<file path="config.mk">
export PLATFORM = sky130hd
export DESIGN_NAME = multicycle_control_flat
export DESIGN_NICKNAME = d
export VERILOG_FILES = /design/src/rtl/multicycle_control_if.sv /design/src/rtl/multicycle_control.sv /design/src/flat_wrapper.sv
export SDC_FILE = /design/constraint.sdc
export NUM_CORES = 1
export LEC_CHECK = 0
export ABC_CLOCK_PERIOD_IN_PS = 1300
export BUFFER_PORTS_ARGS = -buffer_cell sky130_fd_sc_hd__clkbuf_2
export CAP_MARGIN = 20
export CORE_AREA = 4 4 51 53
export DETAILED_ROUTE_END_ITERATION = 12
export DIE_AREA = 0 0 55 57
export PLACE_DENSITY = 0.7
export SLEW_MARGIN = 20
export SYNTH_ARGS = -nofsm -noshare
export SYNTH_HDL_FRONTEND = slang
export SYNTH_SLANG_ARGS = --single-unit
</file>
<file path="constraint.sdc">
create_clock -name i_clk -period 1.3 [get_ports i_clk]
set_clock_uncertainty 0.1 [all_clocks]
set_input_delay 0.13 -clock i_clk [delete_from_list [all_inputs] [get_ports i_clk]]
set_output_delay 0.13 -clock i_clk [all_outputs]
set_load 0.01 [all_outputs]
</file>
<file path="src/rtl/multicycle_control_if.sv">
// Handshake/control bundle between the multi-cycle sequencer (master) and the
// instruction register / shared datapath / memory side (slave).
interface multicycle_control_if;
  logic [6:0] i_opcode;
  logic       i_mem_ready;
  logic       o_PCWrite;
  logic       o_IRWrite;
  logic       o_IorD;
  logic       o_Jump;
  logic       o_ALUSrc;
  logic       o_MemtoReg;
  logic       o_RegWrite;
  logic       o_MemRead;
  logic       o_MemWrite;
  logic       o_Branch;
  logic [1:0] o_ALUOp;
  logic [2:0] o_ImmSrc;
  logic [2:0] o_state;
  logic       o_instr_done;
  logic       o_illegal;

  modport master (
    input  i_opcode, i_mem_ready,
    output o_PCWrite, o_IRWrite, o_IorD, o_Jump, o_ALUSrc, o_MemtoReg,
           o_RegWrite, o_MemRead, o_MemWrite, o_Branch, o_ALUOp, o_ImmSrc,
           o_state, o_instr_done, o_illegal
  );

  modport slave (
    output i_opcode, i_mem_ready,
    input  o_PCWrite, o_IRWrite, o_IorD, o_Jump, o_ALUSrc, o_MemtoReg,
           o_RegWrite, o_MemRead, o_MemWrite, o_Branch, o_ALUOp, o_ImmSrc,
           o_state, o_instr_done, o_illegal
  );
endinterface

</file>
<file path="src/rtl/multicycle_control.sv">
// RV32I multi-cycle sequencer: FETCH/DECODE/EXECUTE/MEM/WRITEBACK with memory stall.
// Optional ILLEGAL_OP_EN: unknown opcodes halt the core and set a sticky o_illegal.
module multicycle_control (
  input  logic                   i_clk,
  input  logic                   i_rst,
  multicycle_control_if.master   bus
);

  typedef enum logic [2:0] {
    FETCH     = 3'd0,
    DECODE    = 3'd1,
    EXECUTE   = 3'd2,
    MEM       = 3'd3,
    WRITEBACK = 3'd4,
    HALT      = 3'd5
  } state_t;

  typedef enum logic [3:0] {
    C_NONE, C_R, C_IARITH, C_LOAD, C_STORE, C_BRANCH, C_JAL, C_JALR, C_AUIPC
  } class_t;

  state_t     state, state_next;
  logic [6:0] opcode_q;
  class_t     op_class;

  logic       cls_alu_src;
  logic [1:0] cls_alu_op;
  logic [2:0] cls_imm_src;

  logic       pc_write, ir_write, i_or_d, jump, alu_src, mem_to_reg;
  logic       reg_write, mem_read, mem_write, branch, instr_done;
  logic [1:0] alu_op;
  logic [2:0] imm_src;

`ifdef ILLEGAL_OP_EN
  logic illegal_q, illegal_set;
`endif

  always_ff @(posedge i_clk) begin
    if (i_rst) begin
      state    <= FETCH;
      opcode_q <= '0;
`ifdef ILLEGAL_OP_EN
      illegal_q <= 1'b0;
`endif
    end else begin
      state <= state_next;
      if (state == DECODE) opcode_q <= bus.i_opcode;
`ifdef ILLEGAL_OP_EN
      if (illegal_set) illegal_q <= 1'b1;
`endif
    end
  end

  always_comb begin
    case (opcode_q)
      7'b0110011: op_class = C_R;
      7'b0010011: op_class = C_IARITH;
      7'b0000011: op_class = C_LOAD;
      7'b0100011: op_class = C_STORE;
      7'b1100011: op_class = C_BRANCH;
      7'b1101111: op_class = C_JAL;
      7'b1100111: op_class = C_JALR;
      7'b0010111: op_class = C_AUIPC;
      default:    op_class = C_NONE;
    endcase
  end

  // ALU/immediate selection stays stable from EXECUTE through WRITEBACK.
  always_comb begin
    cls_alu_src = 1'b0;
    cls_alu_op  = 2'b00;
    cls_imm_src = 3'b000;
    case (op_class)
      C_R:      cls_alu_op = 2'b10;
      C_IARITH: begin cls_alu_src = 1'b1; cls_alu_op = 2'b10; end
      C_LOAD:   cls_alu_src = 1'b1;
      C_STORE:  begin cls_alu_src = 1'b1; cls_imm_src = 3'b001; end
      C_BRANCH: begin cls_alu_op = 2'b01; cls_imm_src = 3'b010; end
      C_JAL:    cls_imm_src = 3'b011;
      C_JALR:   cls_alu_src = 1'b1;
      C_AUIPC:  begin cls_alu_src = 1'b1; cls_imm_src = 3'b100; end
      default:  ;
    endcase
  end

  always_comb begin
    state_next = state;
    pc_write   = 1'b0;
    ir_write   = 1'b0;
    i_or_d     = 1'b0;
    jump       = 1'b0;
    alu_src    = 1'b0;
    mem_to_reg = 1'b0;
    reg_write  = 1'b0;
    mem_read   = 1'b0;
    mem_write  = 1'b0;
    branch     = 1'b0;
    alu_op     = 2'b00;
    imm_src    = 3'b000;
    instr_done = 1'b0;
`ifdef ILLEGAL_OP_EN
    illegal_set = 1'b0;
`endif
    case (state)
      FETCH: begin
        mem_read = 1'b1;
        if (bus.i_mem_ready) begin
          ir_write   = 1'b1;
          pc_write   = 1'b1;
          state_next = DECODE;
        end
      end
      DECODE: state_next = EXECUTE;
      EXECUTE: begin
        alu_src = cls_alu_src;
        alu_op  = cls_alu_op;
        imm_src = cls_imm_src;
        branch  = (op_class == C_BRANCH);
        if (op_class == C_JAL || op_class == C_JALR) begin
          pc_write = 1'b1;
          jump     = 1'b1;
        end
        case (op_class)
          C_LOAD, C_STORE: state_next = MEM;
          C_BRANCH: begin
            instr_done = 1'b1;
            state_next = FETCH;
          end
          C_NONE: begin
`ifdef ILLEGAL_OP_EN
            illegal_set = 1'b1;
            state_next  = HALT;
`else
            instr_done = 1'b1;
            state_next = FETCH;
`endif
          end
          default: state_next = WRITEBACK;
        endcase
      end
      MEM: begin
        alu_src   = cls_alu_src;
        alu_op    = cls_alu_op;
        imm_src   = cls_imm_src;
        i_or_d    = 1'b1;
        mem_read  = (op_class == C_LOAD);
        mem_write = (op_class == C_STORE);
        if (bus.i_mem_ready) begin
          if (op_class == C_LOAD) begin
            state_next = WRITEBACK;
          end else begin
            instr_done = 1'b1;
            state_next = FETCH;
          end
        end
      end
      WRITEBACK: begin
        alu_src    = cls_alu_src;
        alu_op     = cls_alu_op;
        imm_src    = cls_imm_src;
        reg_write  = 1'b1;
        mem_to_reg = (op_class == C_LOAD);
        instr_done = 1'b1;
        state_next = FETCH;
      end
      HALT:    state_next = HALT;
      default: state_next = FETCH;
    endcase
  end

  // Reset masks every output combinationally so an in-flight memory strobe drops at once.
  assign bus.o_PCWrite    = pc_write   & ~i_rst;
  assign bus.o_IRWrite    = ir_write   & ~i_rst;
  assign bus.o_IorD       = i_or_d     & ~i_rst;
  assign bus.o_Jump       = jump       & ~i_rst;
  assign bus.o_ALUSrc     = alu_src    & ~i_rst;
  assign bus.o_MemtoReg   = mem_to_reg & ~i_rst;
  assign bus.o_RegWrite   = reg_write  & ~i_rst;
  assign bus.o_MemRead    = mem_read   & ~i_rst;
  assign bus.o_MemWrite   = mem_write  & ~i_rst;
  assign bus.o_Branch     = branch     & ~i_rst;
  assign bus.o_ALUOp      = i_rst ? 2'b00 : alu_op;
  assign bus.o_ImmSrc     = i_rst ? 3'b000 : imm_src;
  assign bus.o_state      = i_rst ? 3'd0 : state;
  assign bus.o_instr_done = instr_done & ~i_rst;
`ifdef ILLEGAL_OP_EN
  assign bus.o_illegal    = illegal_q & ~i_rst;
`else
  assign bus.o_illegal    = 1'b0;
`endif

endmodule

</file>
<file path="src/flat_wrapper.sv">
// flat-port wrapper written by rule: the top's interface ports become plain ports
module multicycle_control_flat 
  (i_clk, i_rst, bus_i_opcode, bus_i_mem_ready, bus_o_PCWrite, bus_o_IRWrite, bus_o_IorD, bus_o_Jump, bus_o_ALUSrc, bus_o_MemtoReg, bus_o_RegWrite, bus_o_MemRead, bus_o_MemWrite, bus_o_Branch, bus_o_ALUOp, bus_o_ImmSrc, bus_o_state, bus_o_instr_done, bus_o_illegal);
  multicycle_control_if bus_i ();
  input  logic i_clk;
  input  logic i_rst;
  input wire logic [$bits(bus_i.i_opcode)-1:0] bus_i_opcode;
  input wire logic [$bits(bus_i.i_mem_ready)-1:0] bus_i_mem_ready;
  output wire logic [$bits(bus_i.o_PCWrite)-1:0] bus_o_PCWrite;
  output wire logic [$bits(bus_i.o_IRWrite)-1:0] bus_o_IRWrite;
  output wire logic [$bits(bus_i.o_IorD)-1:0] bus_o_IorD;
  output wire logic [$bits(bus_i.o_Jump)-1:0] bus_o_Jump;
  output wire logic [$bits(bus_i.o_ALUSrc)-1:0] bus_o_ALUSrc;
  output wire logic [$bits(bus_i.o_MemtoReg)-1:0] bus_o_MemtoReg;
  output wire logic [$bits(bus_i.o_RegWrite)-1:0] bus_o_RegWrite;
  output wire logic [$bits(bus_i.o_MemRead)-1:0] bus_o_MemRead;
  output wire logic [$bits(bus_i.o_MemWrite)-1:0] bus_o_MemWrite;
  output wire logic [$bits(bus_i.o_Branch)-1:0] bus_o_Branch;
  output wire logic [$bits(bus_i.o_ALUOp)-1:0] bus_o_ALUOp;
  output wire logic [$bits(bus_i.o_ImmSrc)-1:0] bus_o_ImmSrc;
  output wire logic [$bits(bus_i.o_state)-1:0] bus_o_state;
  output wire logic [$bits(bus_i.o_instr_done)-1:0] bus_o_instr_done;
  output wire logic [$bits(bus_i.o_illegal)-1:0] bus_o_illegal;
  assign bus_i.i_opcode = bus_i_opcode;
  assign bus_i.i_mem_ready = bus_i_mem_ready;
  assign bus_o_PCWrite = bus_i.o_PCWrite;
  assign bus_o_IRWrite = bus_i.o_IRWrite;
  assign bus_o_IorD = bus_i.o_IorD;
  assign bus_o_Jump = bus_i.o_Jump;
  assign bus_o_ALUSrc = bus_i.o_ALUSrc;
  assign bus_o_MemtoReg = bus_i.o_MemtoReg;
  assign bus_o_RegWrite = bus_i.o_RegWrite;
  assign bus_o_MemRead = bus_i.o_MemRead;
  assign bus_o_MemWrite = bus_i.o_MemWrite;
  assign bus_o_Branch = bus_i.o_Branch;
  assign bus_o_ALUOp = bus_i.o_ALUOp;
  assign bus_o_ImmSrc = bus_i.o_ImmSrc;
  assign bus_o_state = bus_i.o_state;
  assign bus_o_instr_done = bus_i.o_instr_done;
  assign bus_o_illegal = bus_i.o_illegal;
  multicycle_control u_core (.i_clk(i_clk), .i_rst(i_rst), .bus(bus_i));
endmodule
</file>
==> impl_summary.md <==
Status
The flow ran to the end, but the final reports show violations. The checks that failed: setup timing.

STA
The share of the clock period used by the worst path is 142%. The number of hold violations in the final report came to 0. The final critical-path required period is around 1.8 ns. Setup repair after global routing could not meet its margin everywhere. The number of max-slew violations in the final report came to 0.

For this run, the top clock speed supported by timing is ~540 MHz. Setup violations remaining at the end of the flow were counted as 28. The final worst-path setup slack is -0.547 ns.

CTS
The later pin in the worst-skew pair is clocked with a latency of 0.28 ns. The CTS sink count is 10. The number of levels the H-tree was split into is 1. The longest clock path from root to sink contains 2 buffers. Clock-pin slew was measured on the worst setup and hold paths at roughly 0.060 ns. The CTS buffer count is 3.

TritonCTS built the clock tree. Clock tree synthesis selected as its root buffer the cell sky130_fd_sc_hd__clkbuf_4.

Die
The floorplan step defined a die boundary enclosing 3140 um2. The row count is 17. Once the floorplan was initialized, standard cells occupied between 30% and 40% of the core. The die width is 55 um. The die is about 57 um tall. The total area inside the core boundary comes to approximately 2100 um2. In this run the count of I/O pins placed on the die edge is 30.

Drt
The initial DRC count is 11. The detailed router placed approximately 1.1k vias in this run. The first TritonRoute pass finished after 4 iterations. The final routed wirelength across all metal layers is 3400 um. The number of antenna-violating nets in the routed design is 0. The remaining routing DRC violations is 0.

In the routed layout, each cell is associated on average with a via count of a little over 5. Dividing the detail-routed wire length by the instance count gives between 15 and 20 um.

Critical path
The most repeated library cell on the critical path is sky130_fd_sc_hd__nor2_2. The critical setup path kind is register to primary output. The endpoint arrival time on the critical path is approximately 1.6 ns. The longest individual stage delay on the worst path is about 0.34 ns. STA classifies the critical path endpoint as a primary output. Walking the worst path, the cells encountered are buf_4, nor2_2, o21ai_2, a211oi_4, xnor2_1, nor2_2, clkbuf_2. The required time at the worst-slack endpoint is roughly 1.1 ns. STA classifies the critical path startpoint as a register. The cell type of the slowest stage on the worst timing path is sky130_fd_sc_hd__dfxtp_2. The largest fanout on the critical path is 5.

Synthesis
Yosys mapped a number of flops with a built-in enable equal to 0. The cell area after synthesis is between 800 and 900 um2. Yosys attributes the largest share of cell area to sky130_fd_sc_hd__dfxtp_1, sky130_fd_sc_hd__nor2_1, sky130_fd_sc_hd__mux2i_1, sky130_fd_sc_hd__a21oi_1, sky130_fd_sc_hd__nand4bb_4. The cell count after synthesis came out at ~110. The fraction of the yosys area taken by sequential cells is between 20% and 30%. In the synthesized netlist, the cells that appear most often are sky130_fd_sc_hd__nor2_1, sky130_fd_sc_hd__dfxtp_1, sky130_fd_sc_hd__a21oi_1, sky130_fd_sc_hd__mux2i_1. The share of flip-flops with an asynchronous set or reset is 0%.

A synthesized cell averages about 7.8 um2. For this run, the leading register cell type out of synthesis is sky130_fd_sc_hd__dfxtp_1. The most used standard cell by instance count after synthesis is sky130_fd_sc_hd__nor2_1. Summed over all instances, the cell type with the most area after synthesis is sky130_fd_sc_hd__dfxtp_1. The net count after synthesis is 116. The post-synthesis register bit count is 10. After synthesis, the largest area contributor takes up 24.2% of total cell area. The count of distinct cell types in the synthesized netlist is a little over 40.

The number of warnings printed during yosys synthesis is 0.

GRT
Across every metal layer, demand over resource in global routing totals between 10% and 20%. Entering global routing, the biggest net connects 11 pins. The via count of the first global-routing pass is 1,047. The final global-route overflow total is 0. The number of antenna violations at the first check in global routing is 0. The first-pass GRT wire length is ~4700 um.

Place
During placement, the flow inserted port buffers numbering 28. The area after detailed placement is ~1300 um2. The congestion estimate from routability-driven global placement came to approximately 0.84.

Detailed placement ended at an HPWL of slightly above 2000 um.

Power
The switching part of the total power is about a third. The maximum vdd ir drop is 0.000564 V. The power density normalized to cell area is ~500 nW/um2. The total chip power is roughly 880 uW. The combinational cell fraction of total power is between 30% and 40%. The static leakage power is just under 0.0008 uW.

The internal power of the cells is a little under 600 uW. The net load switching power is approximately 290 uW. The share of total power dissipated in the clock network is about 25%. The part of the total power dissipated in sequential elements is approximately two fifths.

Finish
The total of fill cells in the finished design is 137. The post-synthesis to final-layout area growth is 114%. The share of layout cells above drive strength 1 is 78.0%.

The number of nets in the layout is between 150 and 200. The total inserted antenna cells is 0. The flip-flop and latch area is between 200 and 250 um2.

The post-route cell area is approximately 1800 um2. The area of combinational cells with multiple inputs is 836 um2.

Run
The tool flagged a number of max-cap violations equal to 0.

Min path
The min-delay analysis places its worst path in the category input pin to register.
kinds of logic after synthesis:
logic type | synth area share [%]
simple gates | 40.3
other cells | 0.453
compound gates | 16.6
mux | 9.82
buf+inv | 7.55
xor+xnor | 1.06
flops | 24.2
per-stage QoR:
step	setup WS [ns]	cells	hold slack, ns	setup TNS, ns	utilization, %
2_1_floorplan	-0.156	106	0.123	-1.02	-
3_3_place_gp	-0.302	194	0.265	-4.00	62.0
3_5_place_dp	-0.325	194	0.279	-4.72	62.0
4_1_cts	-0.542	203	0.00449	-6.27	73.5
5_1_grt	-0.668	210	0.0130	-8.50	82.4
6_report	-0.547	210	0.00312	-6.85	82.4
state kept, by name (all words and copies together) (netlist names):
register         flops
u_core.state         3
u_core.opcode_q      7
final timing paths:
check,from,end,slack [ns],cells after the start
setup / recovery,u_core.opcode_q[4]$_SDFFE_PP0P_,bus_o_ImmSrc[1],-0.55,7
hold / removal,bus_i_opcode[2],u_core.opcode_q[2]$_SDFFE_PP0P_,0.003,3
setup reg to reg,u_core.opcode_q[2]$_SDFFE_PP0P_,u_core.state[0]$_SDFFE_PP0P_,-0.14,6
hold reg to reg,u_core.opcode_q[2]$_SDFFE_PP0P_,u_core.opcode_q[2]$_SDFFE_PP0P_,0.45,2
layout make-up:
type | count | area share, %
Multi-Input combinational cell | 85 | 47.2
Timing Repair Buffer | 82 | 36.5
Sequential cell | 10 | 12.7
Tap cell | 28 | 1.98
Clock buffer | 3 | 1.27
Inverter | 2 | 0.424
critical path, delay by kind of cell (launching register included):
family | cells | cell delay (ns)
and+or+nand+nor | 2 | 0.24
AOI/OAI and AO/OA | 2 | 0.36
xor gates and xnor gates | 1 | 0.13
buffers and inverters | 2 | 0.28
DFF | 1 | 0.34
power groups by stage:
stage / Clock [uW] / Sequential [uW] / Combinational (uW)
2_1_floorplan: 0 / 343 / 135
3_3_place_gp: 0 / 349 / 226
3_5_place_dp: 0 / 351 / 233
4_1_cts: 214 / 342 / 266
5_1_grt: 248 / 344 / 341
6_report: 221 / 342 / 320
layer usage:
layer	up-vias	part of all wire [%]	GRT usage, %
met3	12	4.6	3.13
met4	0	3.5	3.47
li1	525	-	-
met5	-	0	0
met2	37	54	36.0
met1	515	37	23.5
timing repair:
item                       in CTS  in global routing
setup buffers                   7                  9
setup endpoints to repair      29                 29
gates resized for setup        49                 42
pin swaps                      12                  8
hold buffers                    0                  0
cells in the final DEF (no fill, tap or decap), types with 3 or more instances in the layout:
cell type                  count
sky130_fd_sc_hd__buf_6        22
sky130_fd_sc_hd__dfxtp_4       5
sky130_fd_sc_hd__buf_4        39
sky130_fd_sc_hd__clkbuf_2     13
sky130_fd_sc_hd__nor4_4        3
sky130_fd_sc_hd__nor2_4        4
sky130_fd_sc_hd__a21oi_2       5
sky130_fd_sc_hd__buf_2         8
sky130_fd_sc_hd__dfxtp_2       4
sky130_fd_sc_hd__nor2_1       13
sky130_fd_sc_hd__and2_1        3
sky130_fd_sc_hd__mux2i_1       7
sky130_fd_sc_hd__nor2_2        5
sky130_fd_sc_hd__nor2b_4       3
sky130_fd_sc_hd__clkbuf_4      3
No activity file was read; power rests on OpenSTA's default activity.
